## config.mk

```make
export PLATFORM = sky130hd
export DESIGN_NAME = joybus_rx
export DESIGN_NICKNAME = d
export VERILOG_FILES = /design/src/rtl/joybus_rx.sv
export SDC_FILE = /design/constraint.sdc
export NUM_CORES = 1
export LEC_CHECK = 0
export CAP_MARGIN = 20
export CORE_AREA = 2 2 94 96
export DETAILED_ROUTE_END_ITERATION = 6
export DIE_AREA = 0 0 96 98
export HOLD_SLACK_MARGIN = 0.15
export PLACE_DENSITY_LB_ADDON = 0.08
export REMOVE_ABC_BUFFERS = 1
export SYNTH_ARGS = -nofsm -noshare
export SYNTH_HDL_FRONTEND = slang
export SYNTH_SLANG_ARGS = --single-unit
```

## constraint.sdc

```tcl
create_clock -name clk -period 6.25 [get_ports clk]
set_clock_uncertainty 0.05 [all_clocks]
set_input_delay 1.25 -clock clk [delete_from_list [all_inputs] [get_ports clk]]
set_output_delay 1.25 -clock clk [all_outputs]
set_load 0.01 [all_outputs]
```

## src/rtl/joybus_rx.sv

```systemverilog
// Joybus response receiver: synchronises the open-drain line,
// times each device bit from its falling edge and assembles bytes.
module joybus_rx #(
  parameter int SAMPLE_CYC  = 48,
  parameter int LOW_MAX_CYC = 96,
  parameter int TIMEOUT_CYC = 2400,
  parameter int MAX_BYTES   = 8
) (
  input  logic       clk,
  input  logic       rst_n,
  input  logic       JB_RX,
  input  logic       tx_done,
  input  logic [3:0] rsp_bytes,
  output logic [7:0] rx_data,
  output logic       rx_byte_vld,
  output logic       rx_done,
  output logic       rx_timeout,
  output logic       rx_err,
  output logic       rx_busy
);

  typedef enum logic [2:0] {
    IDLE,
    WAIT_FALL,
    SAMPLE,
    WAIT_RISE,
    STOP_FALL,
    STOP_RISE,
    DONE
  } state_t;

  localparam logic [11:0] SAMPLE_PT = 12'(SAMPLE_CYC);
  localparam logic [11:0] TO_LAST   = 12'(TIMEOUT_CYC - 1);
  localparam logic [6:0]  LOW_LAST  = 7'(LOW_MAX_CYC - 1);
  localparam logic [3:0]  MAXB      = 4'(MAX_BYTES);

  state_t      state;
  logic        s1;
  logic        rx_s;
  logic        rx_prev;
  logic        fall;
  logic        timeout;
  logic        stuck;
  logic [11:0] cyc_cnt;
  logic [6:0]  low_cnt;
  logic [2:0]  bit_cnt;
  logic [3:0]  byte_cnt;
  logic [3:0]  exp_bytes;
  logic [7:0]  shreg;
  logic        to_flag;
  logic        err_flag;

  assign fall    = rx_prev & ~rx_s;
  assign timeout = (cyc_cnt == TO_LAST);
  assign stuck   = ~rx_s && (low_cnt >= LOW_LAST);

  always_ff @(posedge clk or negedge rst_n) begin
    if (!rst_n) begin
      s1      <= 1'b1;
      rx_s    <= 1'b1;
      rx_prev <= 1'b1;
    end else begin
      s1      <= JB_RX;
      rx_s    <= s1;
      rx_prev <= rx_s;
    end
  end

  always_ff @(posedge clk or negedge rst_n) begin
    if (!rst_n) begin
      state       <= IDLE;
      cyc_cnt     <= '0;
      low_cnt     <= '0;
      bit_cnt     <= '0;
      byte_cnt    <= '0;
      exp_bytes   <= '0;
      shreg       <= '0;
      to_flag     <= 1'b0;
      err_flag    <= 1'b0;
      rx_data     <= 8'h00;
      rx_byte_vld <= 1'b0;
      rx_done     <= 1'b0;
      rx_timeout  <= 1'b0;
      rx_err      <= 1'b0;
      rx_busy     <= 1'b0;
    end else begin
      rx_byte_vld <= 1'b0;
      rx_done     <= 1'b0;
      rx_timeout  <= 1'b0;
      rx_err      <= 1'b0;
      if (cyc_cnt != '1) cyc_cnt <= cyc_cnt + 12'd1;
      if (low_cnt != '1) low_cnt <= low_cnt + 7'd1;
      unique case (state)
        IDLE: begin
          if (tx_done) begin
            exp_bytes <= (rsp_bytes > MAXB) ? MAXB : rsp_bytes;
            bit_cnt   <= '0;
            byte_cnt  <= '0;
            rx_busy   <= 1'b1;
            cyc_cnt   <= '0;
            state     <= (rsp_bytes == 4'd0) ? DONE : WAIT_FALL;
          end
        end
        WAIT_FALL: begin
          // rx_s has already been low two cycles when the fall is taken
          if (fall) begin
            state   <= SAMPLE;
            cyc_cnt <= '0;
            low_cnt <= 7'd2;
          end else if (timeout) begin
            state   <= DONE;
            to_flag <= 1'b1;
            cyc_cnt <= '0;
          end
        end
        SAMPLE: begin
          if (cyc_cnt == SAMPLE_PT) begin
            shreg   <= {shreg[6:0], rx_s};
            bit_cnt <= bit_cnt + 3'd1;
            if (bit_cnt == 3'd7) begin
              rx_data     <= {shreg[6:0], rx_s};
              rx_byte_vld <= 1'b1;
              byte_cnt    <= byte_cnt + 4'd1;
            end
            state   <= WAIT_RISE;
            cyc_cnt <= '0;
          end
        end
        WAIT_RISE: begin
          if (rx_s) begin
            state   <= (byte_cnt == exp_bytes) ? STOP_FALL : WAIT_FALL;
            cyc_cnt <= '0;
          end else if (stuck) begin
            state    <= DONE;
            err_flag <= 1'b1;
            cyc_cnt  <= '0;
          end
        end
        STOP_FALL: begin
          if (fall) begin
            state   <= STOP_RISE;
            cyc_cnt <= '0;
            low_cnt <= 7'd2;
          end else if (timeout) begin
            state   <= DONE;
            to_flag <= 1'b1;
            cyc_cnt <= '0;
          end
        end
        STOP_RISE: begin
          if (rx_s) begin
            state   <= DONE;
            cyc_cnt <= '0;
          end else if (stuck) begin
            state    <= DONE;
            err_flag <= 1'b1;
            cyc_cnt  <= '0;
          end
        end
        DONE: begin
          rx_done    <= 1'b1;
          rx_timeout <= to_flag;
          rx_err     <= err_flag;
          rx_busy    <= 1'b0;
          to_flag    <= 1'b0;
          err_flag   <= 1'b0;
          cyc_cnt    <= '0;
          state      <= IDLE;
        end
        default: state <= IDLE;
      endcase
    end
  end

endmodule

```

==> results of run 1 <==
how the worst max path moves through the flow:
stage                             from          to  slack (ns)  cells after the start
after floorplan           rsp_bytes[1]    state[2]        3.78                      5
after global placement    rsp_bytes[3]    state[2]        3.28                      6
after detailed placement  rsp_bytes[1]    state[2]        3.25                      6
after CTS                   cyc_cnt[7]  cyc_cnt[2]        3.50                      5
after global routing        cyc_cnt[7]  cyc_cnt[2]        3.30                      5
final                       cyc_cnt[7]  cyc_cnt[2]        3.53                      5
synthesized netlist by cell type (3+ instances only):
cell,instances,area (um^2)
nand3_1,6,30.0
ha_1,6,75.1
dfrtp_1,55,1380
nand2b_1,8,50.1
mux2i_1,4,40.0
or4_1,3,22.5
nand2_1,21,78.8
and2_1,4,25.0
xnor2_1,10,87.6
dfstp_2,3,78.8
nand4b_1,4,35.0
nor4_1,4,25.0
o21ai_0,14,70.1
and3_1,6,37.5
mux2_2,18,203
a21oi_1,11,55.1
nand4_1,6,37.5
a31oi_1,5,31.3
inv_1,6,22.5
nor2_1,30,113
clkbuf_1,4,15.0
nor3_1,12,60.1
a21o_1,3,22.5
critical path: cells and delay by family (launching register included):
family / cells / cell delay, ns
flops: 1 / 0.42
simple gates: 5 / 2.11
cell usage in the layout (no fill, tap or decap), drive strengths merged, types with 10 or more instances in the layout:
master	netlist	final
a21oi	11	11
clkbuf	4	11
clkdlybuf4s50	0	19
dfrtp	55	55
mux2	18	18
nand2	22	22
nor2	30	30
nor3	12	12
o21ai	14	14
xnor2	10	10
report_power, final:
| group | switching [mW] | internal (mW) |
|---|---|---|
| Combinational | 0.157 | 0.129 |
| Clock | 0.154 | 0.316 |
| Sequential | 0.0919 | 0.431 |
| Total | 0.403 | 0.876 |
cells by family after synthesis:
kind of cell | synth area share
flip-flops | 0.512
adder cells (fa/ha/maj) | 0.0264
multiplexers | 0.0854
AND/OR/NAND/NOR | 0.233
XOR/XNOR | 0.0339
AO/OA/AOI/OAI | 0.0863
buffers and inverters | 0.0229
flip-flops by register name, summed over array words and instances, names as in the netlist, 3 cells and up:
register	count
exp_bytes	4
state	3
low_cnt	7
byte_cnt	4
cyc_cnt	12
bit_cnt	3
rx_data	8
shreg	7
area by class of cell:
cell class              instances  area (um^2)
inverters                       6         22.5
well taps                     108          135
flip-flops and latches         58         1460
multi-input cells             200         1320
repair buffers                 21          203
fillers                       839         5060
clock buffers                  11          141
clock inverters                 5          125
metrics by stage:
stage           util  cell area (um^2)  std cells  hold WS, ns  power (mW)
2_1_floorplan      -              2800        264        0.295       0.719
3_3_place_gp   0.371              3140        393        0.306       0.815
3_5_place_dp   0.371              3140        393        0.304       0.816
4_1_cts        0.402              3400        409        0.314        1.30
5_1_grt        0.402              3400        409        0.315        1.37
6_report       0.402              3400        409        0.310        1.28
layer usage:
metal,vias to the layer above,track usage
met2,31,0.205
met1,991,0.183
met4,0,0.0681
met5,-,0
met3,9,0.0401
li1,1019,-
==> impl_metrics.ini, run 1 <==
[status]
status = complete, no violations

[clocking]
clk_latency_ns = 0.34
cts_sinks = 58
cts_setup_buffers = 0
clock_path_buffers = 2
ctsHtreeMaxLevel = 3
numCtsBuffers = 9
clockRootBuffer = clkbuf_8
cts_resized = 0
cts.hold.buffers_added = 0
clkTransAtPathRegs_ns = 0.07
cts_tree = built

[timing]
max_freq_mhz = 368
worst_pin_slew_ns = 0.889
setup_viol = 0
setup_ws_ns = 3.53
grt_setup_unrepaired = no
final.min_clock_period_ns = 2.72
slew-limit-headroom = 0.402
slew_viol_final = 0
fin_tns_setup_ns = 0
finalHoldViolCount = 0
period_share = 0.435

[route]
final_antenna_net_count = 0
wl_met3_um = 206
vias = 2050
post_drt_wl_per_cell_um = 14.3
vias_per_cell = 5.01
wl_met1_mm = 2.86
drtIter0Drc = 77
routed-wl-met2_mm = 2.68
drtPass1Iterations = 4
top_layer_used = met4
drc = 0
drt_wl_total_mm = 5.84

[worst_hold_path]
min_from = s1
hold_class = flop to flop
hold_depth = 0
min_to = rx_s

[global_route]
grt_pass1_wl_mm = 10.1
grt_max_degree = 59
grt_overflow = 0
grt_usage = 0.138
grt_pass1_vias = 2053
antenna_found_initial = 0

[setup_path]
r2r-end = cyc_cnt[2]
rr_startpoint = cyc_cnt[7]
slowest_stage = nor4_1
crit_chain = or3_1 -> nor4_1 -> or4_1 -> and4_1 -> nor3_1
arrival_ns = 2.87
critPathLaunchType = flop
reg2reg_slack_ns = 3.53
max_stage_delay_ns = 0.80
worstPathMaxFanout = 12
worst_r2r_path_depth = 5
end_kind = flop
crit_type = flop to flop
critPathRequiredTime_ns = 6.40

[logic_synthesis]
async_flop_share = 1.00
synth_ff_type = dfrtp_1
yosysSeqAreaShare = 0.512
ys_types = 49
ys_warn_count = 0
syn_inst = 273
synth_area_um2 = 2840
ys_seq_elements = 58
avgSynthCellArea_um2 = 10.4
synth-edff-count = 0

[floorplanning]
fp.dieW_um = 96
die-area_um2 = 9410
rows = 34
coreArea_um2 = 8470
die_y_um = 98
io_pins = 21
initial_core_util = 0.336

[finish]
diodes = 0
drive_above_1_share = 0.150
final_nets = 310
syn_to_final_growth_pct = 19.8

[run]
cap_violations = 0

[power_and_ir_drop]
ir_drop_v = 0.000149
power_density_nw_per_um2 = 376
p_leak_nw = 1.51

[placed_design]
place_congestion = 0.772
dp_slack_ns = 3.25
hpwl_mm = 3.72
port_buffers = 20
Note: power is estimated with default switching activity, not from simulation.
==> inputs of run 2 (changes only) <==
==> constraint.sdc (replaced) <==
create_clock -name clk -period 2.4 [get_ports clk]
set_clock_uncertainty 0.05 [all_clocks]
set_input_delay 0.48 -clock clk [delete_from_list [all_inputs] [get_ports clk]]
set_output_delay 0.48 -clock clk [all_outputs]
set_load 0.01 [all_outputs]
==> run 2 against run 1 <==
Against the previous run:
- cell count increased by 3.4%
- combinational power increased to 3.2 times the previous value
- count of clock-buffer cells in the layout decreased by 2
- die area unchanged
- critical path type unchanged
- setup slack got worse by 3.3 ns
- non-clock buffer count increased by 14
==> impl_metrics.ini, run 2 (synthesis results as in run 1) <==
[route]
final_antenna_net_count = 0
drtPass1Iterations = 4
vias_per_cell = 4.99
drc = 0
vias = 2111
drt_wl_total_mm = 5.81
drtIter0Drc = 59
post_drt_wl_per_cell_um = 13.7

[floorplanning]
die_y_um = 98
initial_core_util = 0.336
io_pins = 21
coreArea_um2 = 8470
rows = 34
die-area_um2 = 9410
fp.dieW_um = 96

[finish]
fin_area_um2 = 3460
largest_reg_flops = 12
final_nets = 324
nFillCells = 848
drive_above_1_share = 0.187
reg.largest.list = cyc_cnt x12, rx_data x8
syn_to_final_growth_pct = 21.7
diodes = 0
regMostFlops = cyc_cnt
stdcell_count = 423
final_common_cell = dfrtp_1
final_cell_mix = 55 x dfrtp_1, 30 x nor2_1, 21 x nand2_1

[timing]
final.min_clock_period_ns = 2.20
max_freq_mhz = 454
worst_pin_slew_ns = 0.418
slew_viol_final = 0
period_share = 0.918
slew-limit-headroom = 0.718
whs_ns = 0.296
fin_tns_setup_ns = 0
grt_setup_unrepaired = no
finalHoldViolCount = 0
setup_viol = 0

[clocking]
cts_resized = 0
cts_setup_buffers = 0
clockRootBuffer = clkbuf_8
clk_latency_ns = 0.33
cts_tree = built
clock_path_buffers = 2
numCtsBuffers = 9
cts.hold.buffers_added = 1
cts_sinks = 58
ctsHtreeMaxLevel = 3
clkTransAtPathRegs_ns = 0.07

[setup_path]
worstPathMaxFanout = 6
arrival_ns = 2.42
end_kind = flop
critPathRequiredTime_ns = 2.62
startpoint = cyc_cnt[7]
crit_type = flop to flop
critPathLaunchType = flop
rr_startpoint = cyc_cnt[7]

[power_and_ir_drop]
p_leak_nw = 1.55
ir_drop_v = 0.000303
finalPower_mw = 3.09
power_density_nw_per_um2 = 892

[global_route]
grt_overflow = 0
grt_usage = 0.137
grt_max_degree = 59
grt_pass1_wl_mm = 10.1
antenna_found_initial = 0
grt_pass1_vias = 2116

[placed_design]
port_buffers = 20
hpwl_mm = 3.96
place_area_um2 = 3250
place_congestion = 0.746
dp.cells = 406

[run]
cap_violations = 0

[worst_hold_path]
min_from = s1
hold_class = flop to flop

[status]
status = complete, no violations
-- run 2: cell count changes in the layout (fill, tap and decap cells not counted) --
| cell | before | now |
|---|---|---|
| buf_12 | 0 | 1 |
| buf_4 | 1 | 13 |
| bufinv_16 | 4 | 1 |
| clkbuf_1 | 1 | 0 |
| clkbuf_8 | 10 | 9 |
| clkinv_4 | 0 | 3 |
| clkinvlp_4 | 0 | 1 |
| dlygate4sd3_1 | 0 | 1 |
| inv_6 | 0 | 1 |
-- run 2: metal layers --
metal,global-route usage,vias to the layer above,routed length (um)
li1,-,1053,-
met1,0.185,1024,2910
met2,0.209,27,2630
met3,0.0394,7,189
met4,0.0462,0,91
met5,0,-,0
-- run 2: worst max-delay path, stage by stage (launching register included) --
cell and delay, ns:
dfrtp_1 0.41, or3_1 0.46, or3_4 0.43, a21o_1 0.25
or4b_1 0.47, nand2_1 0.07
-- run 2: area by class of cell --
class                           count  area [um^2]  area share
Clock inverter                      7         77.6      0.0224
Timing Repair Buffer               35          323      0.0933
Clock buffer                        9          124      0.0358
Multi-Input combinational cell    200         1320       0.382
Inverter                            6         22.5     0.00651
Tap cell                          108          135      0.0391
Sequential cell                    58         1460       0.421
-- run 2: power by group --
| part | switching, mW | internal [mW] | leakage [nW] | total, mW |
|---|---|---|---|---|
| Clock | 0.426 | 0.486 | 0.0998 | 0.912 |
| Combinational | 0.513 | 0.404 | 0.678 | 0.917 |
| Sequential | 0.132 | 1.12 | 0.773 | 1.26 |
-- run 2: worst paths after layout --
path	to	depth (start not counted)	slack, ns
hold / removal	rx_s	0	0.30
min in group asynchronous	exp_bytes[1]	3	0.63
hold reg to reg	rx_s	0	0.30
setup / recovery	byte_cnt[2]	5	0.20
setup reg to reg	byte_cnt[2]	5	0.20
max in group asynchronous	s1	3	1.35
-- run 2: stage by stage --
step,util,setup WS (ns)
2_1_floorplan,-,0.145
3_3_place_gp,0.384,0.156
3_5_place_dp,0.384,0.149
4_1_cts,0.409,0.189
5_1_grt,0.409,0.119
6_report,0.409,0.197
==> inputs of run 3 (changes only) <==
--- a/config.mk
+++ b/config.mk
@@ -5,7 +5,7 @@
 export SDC_FILE = /design/constraint.sdc
 export NUM_CORES = 1
 export LEC_CHECK = 0
-export CAP_MARGIN = 20
+export CAP_MARGIN = 0
 export CORE_AREA = 2 2 94 96
 export DETAILED_ROUTE_END_ITERATION = 6
 export DIE_AREA = 0 0 96 98
==> results of run 3 <==
Same layout as run 2: the final DEF is identical, and so are final timing and power.
